===== src/rtl/binary_quiz_controller.sv =====
// Round-based binary add/sub quiz sequencer for the arcade game mux.
// Optional feature: define STREAK_BONUS_EN for the consecutive-correct score bonus.
module binary_quiz_controller #(
  parameter int unsigned TICK_DIV   = 50_000_000,
  parameter int unsigned ROUND_SECS = 10,
  parameter int unsigned NUM_ROUNDS = 8,
  parameter logic [7:0]  LFSR_SEED  = 8'hA5
) (
  input  logic        clk,
  input  logic        rst,
  input  logic [4:0]  btn_pulse,
  input  logic [15:0] sw,
  output logic [15:0] led,
  output logic [63:0] grid,
  output logic        check_ok,
  output logic [7:0]  score
);

  localparam int unsigned   TW        = (TICK_DIV > 1) ? $clog2(TICK_DIV) : 1;
  localparam logic [TW-1:0] TICK_LAST = TW'(TICK_DIV - 1);
  localparam logic [7:0]    SEED      = (LFSR_SEED == 8'h00) ? 8'h01 : LFSR_SEED;
  localparam logic [7:0]    LFSR_TAPS = 8'hB8;  // x^8+x^6+x^5+x^4+1, right-shifting Galois form

  typedef enum logic [2:0] {
    S_IDLE, S_LOAD, S_ASK, S_JUDGE, S_RESULT, S_DONE
  } state_e;

  state_e        state_q, state_d;
  logic [7:0]    lfsr_q, lfsr_d;
  logic [3:0]    a_q, a_d, b_q, b_d;
  logic          op_q, op_d;
  logic [3:0]    secs_q, secs_d;
  logic [TW-1:0] tick_q, tick_d;
  logic [4:0]    ans_q, ans_d;
  logic          timeout_q, timeout_d;
  logic          ok_q, ok_d;
  logic [7:0]    score_q, score_d;
  logic [7:0]    round_q, round_d;
`ifdef STREAK_BONUS_EN
  logic [1:0]    streak_q, streak_d;
`endif

  logic [15:0]   led_q, led_d;
  logic [63:0]   grid_q, grid_d;
  logic          check_ok_q;
  logic [7:0]    score_out_q;

  logic [4:0]    expected;
  logic          correct;
  logic [1:0]    score_inc;
  logic [8:0]    score_sum;
  logic [7:0]    therm;
  logic          unused_inputs;

  assign unused_inputs = ^{sw[15:9], sw[7:5], btn_pulse[3:1]};

  assign expected = op_q ? {(a_q < b_q), 4'(a_q - b_q)}
                         : ({1'b0, a_q} + {1'b0, b_q});
  assign correct  = !timeout_q && (ans_q == expected);

  always_ff @(posedge clk) begin
    if (rst) begin
      state_q     <= S_IDLE;
      lfsr_q      <= SEED;
      a_q         <= '0;
      b_q         <= '0;
      op_q        <= 1'b0;
      secs_q      <= '0;
      tick_q      <= '0;
      ans_q       <= '0;
      timeout_q   <= 1'b0;
      ok_q        <= 1'b0;
      score_q     <= '0;
      round_q     <= '0;
`ifdef STREAK_BONUS_EN
      streak_q    <= '0;
`endif
      led_q       <= '0;
      grid_q      <= '0;
      check_ok_q  <= 1'b0;
      score_out_q <= '0;
    end else begin
      // NOTE: non-blocking assignments so every register samples pre-edge values.
      state_q     <= state_d;
      lfsr_q      <= lfsr_d;
      a_q         <= a_d;
      b_q         <= b_d;
      op_q        <= op_d;
      secs_q      <= secs_d;
      tick_q      <= tick_d;
      ans_q       <= ans_d;
      timeout_q   <= timeout_d;
      ok_q        <= ok_d;
      score_q     <= score_d;
      round_q     <= round_d;
`ifdef STREAK_BONUS_EN
      streak_q    <= streak_d;
`endif
      led_q       <= led_d;
      grid_q      <= grid_d;
      check_ok_q  <= ok_q;
      score_out_q <= score_q;
    end
  end

  always_comb begin
    // NOTE: every next-state value defaults to its register so no path infers a latch.
    state_d   = state_q;
    lfsr_d    = lfsr_q;
    a_d       = a_q;
    b_d       = b_q;
    op_d      = op_q;
    secs_d    = secs_q;
    tick_d    = tick_q;
    ans_d     = ans_q;
    timeout_d = timeout_q;
    ok_d      = ok_q;
    score_d   = score_q;
    round_d   = round_q;
`ifdef STREAK_BONUS_EN
    streak_d  = streak_q;
    score_inc = (streak_q >= 2'd2) ? 2'd2 : 2'd1;
`else
    score_inc = 2'd1;
`endif
    score_sum = {1'b0, score_q} + {7'd0, score_inc};

    if (btn_pulse[4] && (state_q != S_IDLE)) begin
      state_d = S_IDLE;
      ok_d    = 1'b0;
    end else begin
      unique case (state_q)
        S_IDLE: if (btn_pulse[0]) begin
          score_d  = '0;
          round_d  = '0;
`ifdef STREAK_BONUS_EN
          streak_d = '0;
`endif
          state_d  = S_LOAD;
        end
        S_LOAD: begin
          a_d       = lfsr_q[3:0];
          b_d       = lfsr_q[7:4];
          op_d      = sw[8];
          lfsr_d    = lfsr_q[0] ? ((lfsr_q >> 1) ^ LFSR_TAPS) : (lfsr_q >> 1);
          secs_d    = 4'(ROUND_SECS);
          tick_d    = '0;
          ok_d      = 1'b0;
          timeout_d = 1'b0;
          state_d   = S_ASK;
        end
        S_ASK: begin
          // A submit on the expiry cycle takes priority over the timeout.
          if (btn_pulse[0]) begin
            ans_d   = sw[4:0];
            state_d = S_JUDGE;
          end else if (tick_q == TICK_LAST) begin
            tick_d = '0;
            secs_d = secs_q - 4'd1;
            if (secs_q <= 4'd1) begin
              timeout_d = 1'b1;
              state_d   = S_JUDGE;
            end
          end else begin
            tick_d = tick_q + TW'(1);
          end
        end
        S_JUDGE: begin
          ok_d    = correct;
          round_d = round_q + 8'd1;
          if (correct) begin
            score_d = score_sum[8] ? 8'hFF : score_sum[7:0];
`ifdef STREAK_BONUS_EN
            streak_d = (streak_q == 2'd3) ? 2'd3 : streak_q + 2'd1;
          end else begin
            streak_d = '0;
`endif
          end
          state_d = ((round_q + 8'd1) == 8'(NUM_ROUNDS)) ? S_DONE : S_RESULT;
        end
        S_RESULT: if (btn_pulse[0]) state_d = S_LOAD;
        S_DONE:   if (btn_pulse[0]) state_d = S_IDLE;
        default:  state_d = S_IDLE;
      endcase
    end
  end

  // Display image, registered one cycle behind the internal state.
  always_comb begin
    therm = '0;
    for (int i = 0; i < 8; i++) therm[i] = (secs_q > 4'(i));

    led_d        = '0;
    led_d[3:0]   = a_q;
    led_d[7:4]   = b_q;
    led_d[8]     = op_q;
    led_d[12:9]  = (state_q == S_ASK) ? secs_q : 4'd0;
    led_d[13]    = ok_q;
    led_d[14]    = (state_q == S_LOAD) || (state_q == S_ASK) ||
                   (state_q == S_JUDGE) || (state_q == S_RESULT);
    led_d[15]    = (state_q == S_DONE);

    grid_d = '0;
    if (state_q != S_IDLE) begin
      grid_d[7:0]   = {4'd0, a_q};
      grid_d[15:8]  = {4'd0, b_q};
      if ((state_q == S_RESULT) || (state_q == S_DONE)) grid_d[31:24] = {3'd0, expected};
      grid_d[63:56] = therm;
    end
  end

  assign led      = led_q;
  assign grid     = grid_q;
  assign check_ok = check_ok_q;
  assign score    = score_out_q;

endmodule

===== config.mk =====
export PLATFORM = sky130hd
export DESIGN_NAME = binary_quiz_controller
export DESIGN_NICKNAME = d
export VERILOG_FILES = /design/src/rtl/binary_quiz_controller.sv
export SDC_FILE = /design/constraint.sdc
export NUM_CORES = 1
export LEC_CHECK = 0
export BUFFER_PORTS_ARGS = -buffer_cell sky130_fd_sc_hd__buf_2
export CAP_MARGIN = 20
export CORE_ASPECT_RATIO = 0.8
export CORE_MARGIN = 10
export CORE_UTILIZATION = 50
export CTS_BUF_LIST = sky130_fd_sc_hd__clkbuf_2 sky130_fd_sc_hd__clkbuf_4 sky130_fd_sc_hd__clkbuf_8
export CTS_CLUSTER_SIZE = 30
export DETAILED_ROUTE_END_ITERATION = 8
export GPL_TIMING_DRIVEN = 0
export PLACE_DENSITY = 0.74
export SLEW_MARGIN = 0
export SYNTH_ARGS = -nofsm -noshare
export SYNTH_HDL_FRONTEND = slang
export SYNTH_SLANG_ARGS = --single-unit

===== constraint.sdc =====
create_clock -name clk -period 4.6 [get_ports clk]
set_input_delay 0.23 -clock clk [delete_from_list [all_inputs] [get_ports clk]]
set_output_delay 0.23 -clock clk [all_outputs]
set_load 0.05 [all_outputs]

==> flow_metrics.tcl <==
set metrics [dict create \
    clock_sinks 116 \
    busiest_layer "met2" \
    fin_crit_sh_pct 69.2 \
    syn_inst 619 \
    rsz0062_at_grt "no" \
    cts_hold_buffers 0 \
    vias 4478 \
    grt_antenna_before_repair 1 \
    cts_root_buf "clkbuf_8" \
    cp_max_fo 8 \
    drive_above_1_share_pct 19.3 \
    required_ns 4.93 \
    viasPerCell 5.05 \
    r2r_slack_ns 1.42 \
    reg2reg_depth 10 \
    io_pins 112 \
    tritoncts "built" \
    min_to "ans_q[0]" \
    cts_buffers 17 \
    avgSynthCellArea_um2 8.71 \
    worstReg2RegEnd "score_q[6]" \
    setup_violations 0 \
    period_needed_ns 3.18 \
    postRouteAntennaNets 0 \
    p_leak_uw 0.00278 \
    synth_area_um2 5390 \
    grt_use_met1_pct 19.5 \
    startpoint "b_q[0]" \
    initial_core_util_pct 51.8 \
    postCtsSetupRepairBufs 0 \
    worstMarginPinSlew_ns 1.01 \
    slew_viol_final 0 \
    place_congestion 0.860 \
    skew_ns 0.00794 \
    reg2reg_from "b_q[0]" \
    min_path_cells 3 \
    die_x_um 136 \
    max_freq_ghz 0.314 \
    gr-total-overflow 0 \
    clock_path_buffers 2 \
    grt_pass1_wl_mm 20.4 \
    ir_drop_v 0.000166 \
    synthDistinctLibCells 59 \
    clkSlewWorstSetupHoldPaths_ns 0.07 \
    grt_use_met3_pct 5.57 \
    wl_mm 12.3 \
    core-area_um2 10400 \
    dp_hpwl_mm 9.22 \
    final_common_cell "dfxtp_1" \
    die_h_um 113 \
    grt_pass1_vias 4373 \
    hold_viol 0 \
    hold_path_startpoint "sw[0]" \
    cp_data_arrival_time_ns 3.51 \
    ys_seq_area_share_pct 43.1 \
    dieArea_um2 15400 \
    path_class "reg2reg" \
    drc 0 \
    synth-seq-cells 116 \
    endpoint_kind "flip-flop" \
    grt_max_degree 17 \
    drt-pass1-iter-count 4 \
    grtUsageTotal_pct 16.1 \
    clk-insertion-delay-late_ns 0.43 \
    wl_per_cell_um 13.9 \
    grt_use_met2_pct 25.3 \
    nNetsFinal 775 \
    synth-async-reset-ratio_pct 0 \
    cap_violations 0 \
    status "complete, no violations" \
    ys.flop_type "dfxtp_1" \
    yosysWarnings 0 \
    synth_edf_count 0 \
    relSlewSlack_pct 31.9 \
    power_density_nw_per_um2 345 \
    startpoint_type "flip-flop" \
    cts_resized 0 \
    postLayoutCoreUtil_pct 60.8 \
    area_delta_synth_final_pct 17.4 \
    fin_setup_tns_ns 0 \
    p_total_uw 2180 \
    drt_iter0_drc 308 \
    hold_path_class "in2reg" \
    most-common-layout-cells "dfxtp_1 (116), nor2_1 (81), buf_2 (55), nand2_1 (47), buf_4 (44)" \
    rows 33 \
    htree_levels 4 \
    portBuffers 54 \
]
[report_power, final]
group          internal [uW]  leakage (uW)  switching (uW)  total, uW
clock                    394      0.000171             392        786
combinational            101       0.00168             243        345
sequential              1030      0.000937            20.4       1050
total                   1530       0.00278             655       2180
[worst max-delay path, cell delays in order, from the launching register on]
cell and delay (ns):
dfxtp_1 0.42, ha_1 0.22, inv_1 0.06, fa_1 0.39, mux2i_1 0.26, xnor3_1 0.28
a211oi_2 0.25, o2111ai_1 0.35, and2_1 0.29, clkbuf_1 0.20, o41ai_1 0.36
[metal layers]
metal | vias to the layer above | share of wire [%]
li1 | 2259 | -
met1 | 2046 | 45
met2 | 152 | 45
met3 | 21 | 8.0
met4 | 0 | 2.0
met5 | - | 0
[cell usage after synthesis, types with 3 or more instances]
cell type / instances / area [um2]
dfxtp_1: 116 / 2320
nor2_1: 81 / 304
nand2_1: 47 / 176
buf_4: 44 / 330
a21oi_1: 33 / 165
nor3_1: 23 / 115
inv_1: 22 / 82.6
o21ai_0: 20 / 100
xnor2_1: 20 / 175
nand3_1: 18 / 90.1
clkbuf_1: 17 / 63.8
nor2b_1: 17 / 106
ha_1: 16 / 200
xor2_1: 12 / 105
and2_1: 10 / 62.6
and3_1: 10 / 62.6
nand4_1: 9 / 56.3
mux2i_1: 7 / 70.1
nand2b_1: 7 / 43.8
or3_1: 7 / 43.8
nor4_1: 6 / 37.5
or2_2: 6 / 37.5
a211oi_1: 5 / 37.5
nand3b_1: 5 / 37.5
nor3b_1: 5 / 37.5
o211ai_1: 5 / 37.5
a211o_1: 3 / 26.3
a32oi_1: 3 / 26.3
buf_1: 3 / 11.3
buf_6: 3 / 33.8
[metrics by stage]
stage | hold WS, ns | worst slack (ns) | std cells | area [um2]
global placement | 0.444 | 1.56 | 855 | 6000
finish | 0.0296 | 1.42 | 887 | 6330
CTS | 0.0170 | 1.41 | 886 | 6330
detailed placement | 0.452 | 1.47 | 855 | 6000
floorplan | 0.366 | 1.97 | 661 | 5550
global route | 0.0375 | 1.20 | 886 | 6330
[sequential cells by signal, summed over array words and instances, names as in the netlist]
name,count
lfsr_q,8
state_q,3
ans_q,5
grid,21
secs_q,4
timeout_q,1
b_q,3
ok_q,1
tick_q,26
score,8
round_q,8
op_q,1
a_q,3
score_q,8
led,16
[final cells by class]
class,count,area (um2)
Tap cell,140,175
Inverter,22,82.6
Sequential cell,116,2320
Clock inverter,10,61.3
Antenna cell,1,2.50
Fill cell,912,4080
Buffer,68,444
Timing Repair Buffer,54,270
Multi-Input combinational cell,455,2700
Clock buffer,21,270
[cell families after synthesis]
logic type,count (synthesis),share of synthesized area (%)
buf+inv,90,9.77
fa+ha+maj,18,4.45
simple gates,258,23.7
compound gates,94,11.4
flops,116,43.1
mux,8,1.51
other cells,1,0.0695
xor+xnor,34,6.03
[worst max-delay path by stage]
stage                  to  slack [ns]  cells after the start
2_1_floorplan  score_q[6]        1.97                     11
3_3_place_gp   score_q[6]        1.56                     10
3_5_place_dp   score_q[6]        1.47                     10
4_1_cts        score_q[6]        1.41                     10
5_1_grt        score_q[6]        1.20                     11
6_report       score_q[6]        1.42                     10
Note: power is estimated with default switching activity, not from simulation.
